==> config.mk <==
export PLATFORM = sky130hd
export DESIGN_NAME = i2c_bus_arbiter
export DESIGN_NICKNAME = d
export VERILOG_FILES = /design/src/rtl/i2c_bus_arbiter.sv
export SDC_FILE = /design/constraint.sdc
export NUM_CORES = 1
export LEC_CHECK = 0
export CORE_AREA = 2 2 58 60
export DETAILED_ROUTE_END_ITERATION = 7
export DIE_AREA = 0 0 60 62
export GPL_ROUTABILITY_DRIVEN = 0
export PLACE_DENSITY = 0.7
export SETUP_SLACK_MARGIN = 0.1
export SYNTH_ARGS = -nofsm -noshare
export SYNTH_HDL_FRONTEND = slang
export SYNTH_SLANG_ARGS = --single-unit
==> constraint.sdc <==
create_clock -name clk -period 1.3 [get_ports clk]
set_input_delay 0.13 -clock clk [delete_from_list [all_inputs] [get_ports clk]]
set_output_delay 0.13 -clock clk [all_outputs]
set_load 0.03 [all_outputs]
==> src/rtl/i2c_bus_arbiter.sv <==
// I2C bus monitor and two-requester round-robin arbiter.
// Tracks START/STOP, bus-free time and stuck-SCL timeout.
module i2c_bus_arbiter #(
    parameter int BUF_CYCLES     = 8,
    parameter int TIMEOUT_CYCLES = 1000,
    parameter int CW             = 10
) (
    input  logic       clk,
    input  logic       rst,
    input  logic       scl_f,
    input  logic       sda_f,
    input  logic [1:0] req,
    output logic [1:0] gnt,
    output logic       bus_busy,
    output logic       bus_free,
    output logic       start_det,
    output logic       rstart_det,
    output logic       stop_det,
    output logic       timeout
);
    typedef enum logic [1:0] {
        ARB_IDLE,
        ARB_GRANT,
        ARB_RELEASE
    } arb_state_t;

    localparam logic [CW-1:0] BUF_MAX = CW'(BUF_CYCLES);
    localparam logic [CW-1:0] TO_LAST = CW'(TIMEOUT_CYCLES - 1);

    arb_state_t    state;
    logic          scl_q;
    logic          sda_q;
    logic [CW-1:0] free_cnt;
    logic [CW-1:0] to_cnt;
    logic          last_owner;
    logic          start_cond;
    logic          stop_cond;
    logic          free_clr;
    logic          to_hit;
    logic [1:0]    pick;

    // SCL must be stable high across the SDA edge for START/STOP
    assign start_cond = scl_q & scl_f & sda_q & ~sda_f;
    assign stop_cond  = scl_q & scl_f & ~sda_q & sda_f;
    assign free_clr   = ~scl_f | ~sda_f | bus_busy | start_cond | stop_cond;
    assign to_hit     = bus_busy & ~scl_f & (to_cnt == TO_LAST);

    always_comb begin
        pick = req;
        if (req == 2'b11)
            pick = last_owner ? 2'b01 : 2'b10;
    end

    always_ff @(posedge clk) begin
        if (rst) begin
            scl_q      <= 1'b1;
            sda_q      <= 1'b1;
            start_det  <= 1'b0;
            rstart_det <= 1'b0;
            stop_det   <= 1'b0;
            timeout    <= 1'b0;
            bus_busy   <= 1'b0;
            bus_free   <= 1'b0;
            free_cnt   <= '0;
            to_cnt     <= '0;
            gnt        <= 2'b00;
            last_owner <= 1'b1;
            state      <= ARB_IDLE;
        end else begin
            scl_q      <= scl_f;
            sda_q      <= sda_f;
            start_det  <= start_cond & ~bus_busy;
            rstart_det <= start_cond & bus_busy;
            stop_det   <= stop_cond;
            timeout    <= to_hit;

            if (to_hit || stop_cond)
                bus_busy <= 1'b0;
            else if (start_cond)
                bus_busy <= 1'b1;

            if (to_hit || scl_f || !bus_busy)
                to_cnt <= '0;
            else
                to_cnt <= to_cnt + 1'b1;

            if (free_clr)
                free_cnt <= '0;
            else if (free_cnt != BUF_MAX)
                free_cnt <= free_cnt + 1'b1;
            bus_free <= (free_cnt == BUF_MAX);

            unique case (state)
                ARB_IDLE: begin
                    if (bus_free && req != 2'b00) begin
                        gnt        <= pick;
                        last_owner <= pick[1];
                        state      <= ARB_GRANT;
                    end
                end
                ARB_GRANT: begin
                    if (to_hit) begin
                        gnt   <= 2'b00;
                        state <= ARB_IDLE;
                    end else if ((req & gnt) == 2'b00) begin
                        gnt   <= 2'b00;
                        state <= ARB_RELEASE;
                    end
                end
                ARB_RELEASE: begin
                    if (!bus_busy && bus_free)
                        state <= ARB_IDLE;
                end
                default: begin
                    gnt   <= 2'b00;
                    state <= ARB_IDLE;
                end
            endcase
        end
    end
endmodule

==> flow_summary.toml <==
[status]
status = "complete, but fails checks"
violations = "negative setup slack"

[power]
p_seq_share_pct = 53.5
p_leak_nw = 0.826
p_switching_mw = 0.437
p_int_mw = 1.47
power_density_nw_per_um2 = 897
p_total_mw = 1.91
p_clk_share_pct = 38.6
ir_drop_v = 0.000525
p_comb_share_pct = 7.9
switching_share_pct = 22.9

[sta]
tightest_slew_ns = 0.293
maxSlewViolCount = 0
finalSetupTns_ns = -1.57
clock-skew-final_ns = 0.00676
setup_slack_ns = -0.184
setup_viol = 15
slew_headroom_pct = 80.2
max_freq_mhz = 674
fin_crit_sh_pct = 114
rsz0062_at_grt = "yes"
hold_viol = 0
fin_crit_ns = 1.48

[route]
wl_um = 3410
drc_errors = 0
detail_route.wl_per_cell_um = 13.5
via_count = 1327
ant_nets = 0
drt_pass1_iterations = 4
drt_iter0_drc = 65
viasPerCell = 5.27

[setup_path]
r2r_setup_slack_ns = -0.18
cp_max_fo = 5
ff2ff_path_depth = 5
regToRegStartpoint = "to_cnt[1]$_SDFF_PP0_"
criticalPathCategory = "register to register"
required_ns = 1.58
worst_setup_path_start_kind = "register"
cpMaxStageDelayCell = "a311o_2"
r2r_end = "to_cnt[6]$_SDFF_PP0_"
cp-end-kind = "register"
crit_start = "to_cnt[1]$_SDFF_PP0_"
critPathMaxStageDelay_ns = 0.42
worst_ep_arrival_time_ns = 1.77
cp_cell_sequence = "ha_4 > and4bb_2 > buf_4 > a311o_2 > a21oi_2"
critical_path.endpoint = "to_cnt[6]$_SDFF_PP0_"

[cts]
hold_buffers = 0
clk_latency_ns = 0.34
cts_made_buffers = 5
root_buffer = "clkbuf_4"
clk_pin_slew_ns = 0.10
ctsLongestPathBuffers = 2
clock-sinks = 33
cts_tree = "yes"
htreeDepth = 2

[final_layout]
syn_to_final_growth_pct = 48.5
layout.nets = 214
drive_gt1_share_pct = 40.3
mostFrequentLayoutCells = "28 x buf_4, 23 x dfxtp_1, 16 x nor2_1, 11 x xor2_1, 10 x nand2_1"
utilization_pct = 66.9
diodes = 0
final_common_cell = "buf_4"

[floorplanning]
pin_count = 14
dieArea_um2 = 3720
die_w_um = 60
die_h_um = 62
start_util_pct = 45.1
rows = 21
coreArea_um2 = 3180

[global_route]
met2_usage_pct = 37.3
grt_max_degree = 13
grt_pass1_vias = 1311
busiest_layer = "met2"
grt_pass1_wl_um = 5540
grt_antenna_before_repair = 0
grt_util_met1_pct = 21.3
grt-ovfl-total = 0
grt_usage_pct = 20.3
met3_usage_pct = 4.97

[logic_synthesis]
synth_edf_count = 0
synth.area.top_cells = "dfxtp_1 46%, xor2_1 6.7%, nor2_1 5.2%, nand3_1 2.8%, ha_1 2.6%"
yosys_warnings = 0
synth_flop_cell = "dfxtp_1"
synth_top_cell_by_area = "dfxtp_1"
synth_area_um2 = 1430
synth_cells = 153
syn_nets = 162
yosysSeqAreaShare_pct = 46.1
yosysTopAreaCellShare_pct = 46.1
synth-async-reset-ratio_pct = 0
synth_seq_cells = 33
yosysUniqueCellTypes = 46
synth_area_per_cell_um2 = 9.36

[min_path]
hold_class = "register to register"

[flow_run]
drv_cap = 0

[placement]
port_buffers = 13
dp_hpwl_um = 2320
## power groups by stage
| stage | Sequential [mW] | Combinational (mW) | Clock [mW] |
|---|---|---|---|
| 3_3_place_gp | 1.05 | 0.114 | 0 |
| 3_5_place_dp | 1.05 | 0.117 | 0 |
| 4_1_cts | 1.02 | 0.134 | 0.752 |
| 5_1_grt | 1.02 | 0.163 | 0.798 |
| 2_1_floorplan | 1.06 | 0.0426 | 0 |
| 6_report | 1.02 | 0.150 | 0.736 |
## how the worst min path moves through the flow
stage,to,startpoint,cells after the start,slack (ns)
detailed placement,stop_det$_SDFF_PP0_,sda_q$_SDFF_PP1_,1,0.49
global placement,free_cnt[9]$_SDFFE_PP0N_,free_cnt[9]$_SDFFE_PP0N_,2,0.47
finish,free_cnt[9]$_SDFFE_PP0N_,free_cnt[9]$_SDFFE_PP0N_,2,0.50
floorplan,sda_q$_SDFF_PP1_,rst,1,0.26
global route,free_cnt[9]$_SDFFE_PP0N_,free_cnt[9]$_SDFFE_PP0N_,2,0.53
CTS,scl_q$_SDFF_PP1_,scl_f,2,0.48
## per-stage QoR
stage / cells / hold slack (ns) / area [µm²] / setup WS (ns)
2_1_floorplan: 153 / 0.260 / 1500 / -0.0692
3_3_place_gp: 237 / 0.468 / 1870 / -0.200
3_5_place_dp: 237 / 0.486 / 1870 / -0.326
4_1_cts: 250 / 0.481 / 2060 / -0.163
5_1_grt: 252 / 0.527 / 2130 / -0.241
6_report: 252 / 0.499 / 2130 / -0.184
## synth_stat cells, types with 2 or more instances
library cell and number:
a21oi_1 3, a31oi_1 2, clkbuf_1 2, dfxtp_1 33, ha_1 3, inv_1 7
mux2i_1 3, nand2_1 10, nand2b_1 3, nand3_1 8, nand4_1 4, nand4b_1 2
nor2_1 20, nor2b_1 2, nor3_1 3, nor3b_1 2, o21ai_0 4, or2_1 2
xnor2_1 3, xor2_1 11
## logic make-up (layout without fill, tap and decap cells)
family / after synthesis / count (layout) / share of synthesized area, %
flops: 33 / 33 / 46.1
fa+ha+maj: 3 / 3 / 2.62
buf+inv: 9 / 61 / 2.36
mux: 3 / 3 / 2.10
xor+xnor: 14 / 14 / 8.56
simple gates: 74 / 74 / 29.9
compound gates: 17 / 18 / 8.38
## final cells by class
class                           instances  area, µm²
Clock buffer                            8       80.1
Fill cell                             240       1050
Inverter                                7       26.3
Multi-Input combinational cell        112        888
Sequential cell                        33        688
Tap cell                               46       57.6
Timing Repair Buffer                   46        387
## flip-flops by register name, indices dropped and copies added, names as in the netlist
signal	cells
bus_busy	1
to_cnt	10
start_det	1
timeout	1
sda_q	1
last_owner	1
scl_q	1
state	2
gnt	2
rstart_det	1
stop_det	1
free_cnt	10
bus_free	1
## worst max-delay path: cells and delay by family, from the launching register on
| family | cells | cell delay (ns) |
|---|---|---|
| compound gates | 2 | 0.55 |
| buf+inv | 1 | 0.14 |
| simple gates | 1 | 0.23 |
| flops | 1 | 0.35 |
| fa+ha+maj | 1 | 0.16 |
## per-layer routing
metal,wire length [µm],part of all wire [%]
met1,1400,41
met3,110,3.2
met5,0,0
met4,66,1.9
met2,1830,54
## repair_timing
item,in CTS,in global routing
gates resized for setup,35,19
pin swaps,19,6
setup endpoints to repair,34,32
gates cloned,1,1
buffers inserted,4,1
No activity file was read; power rests on OpenSTA's default activity.
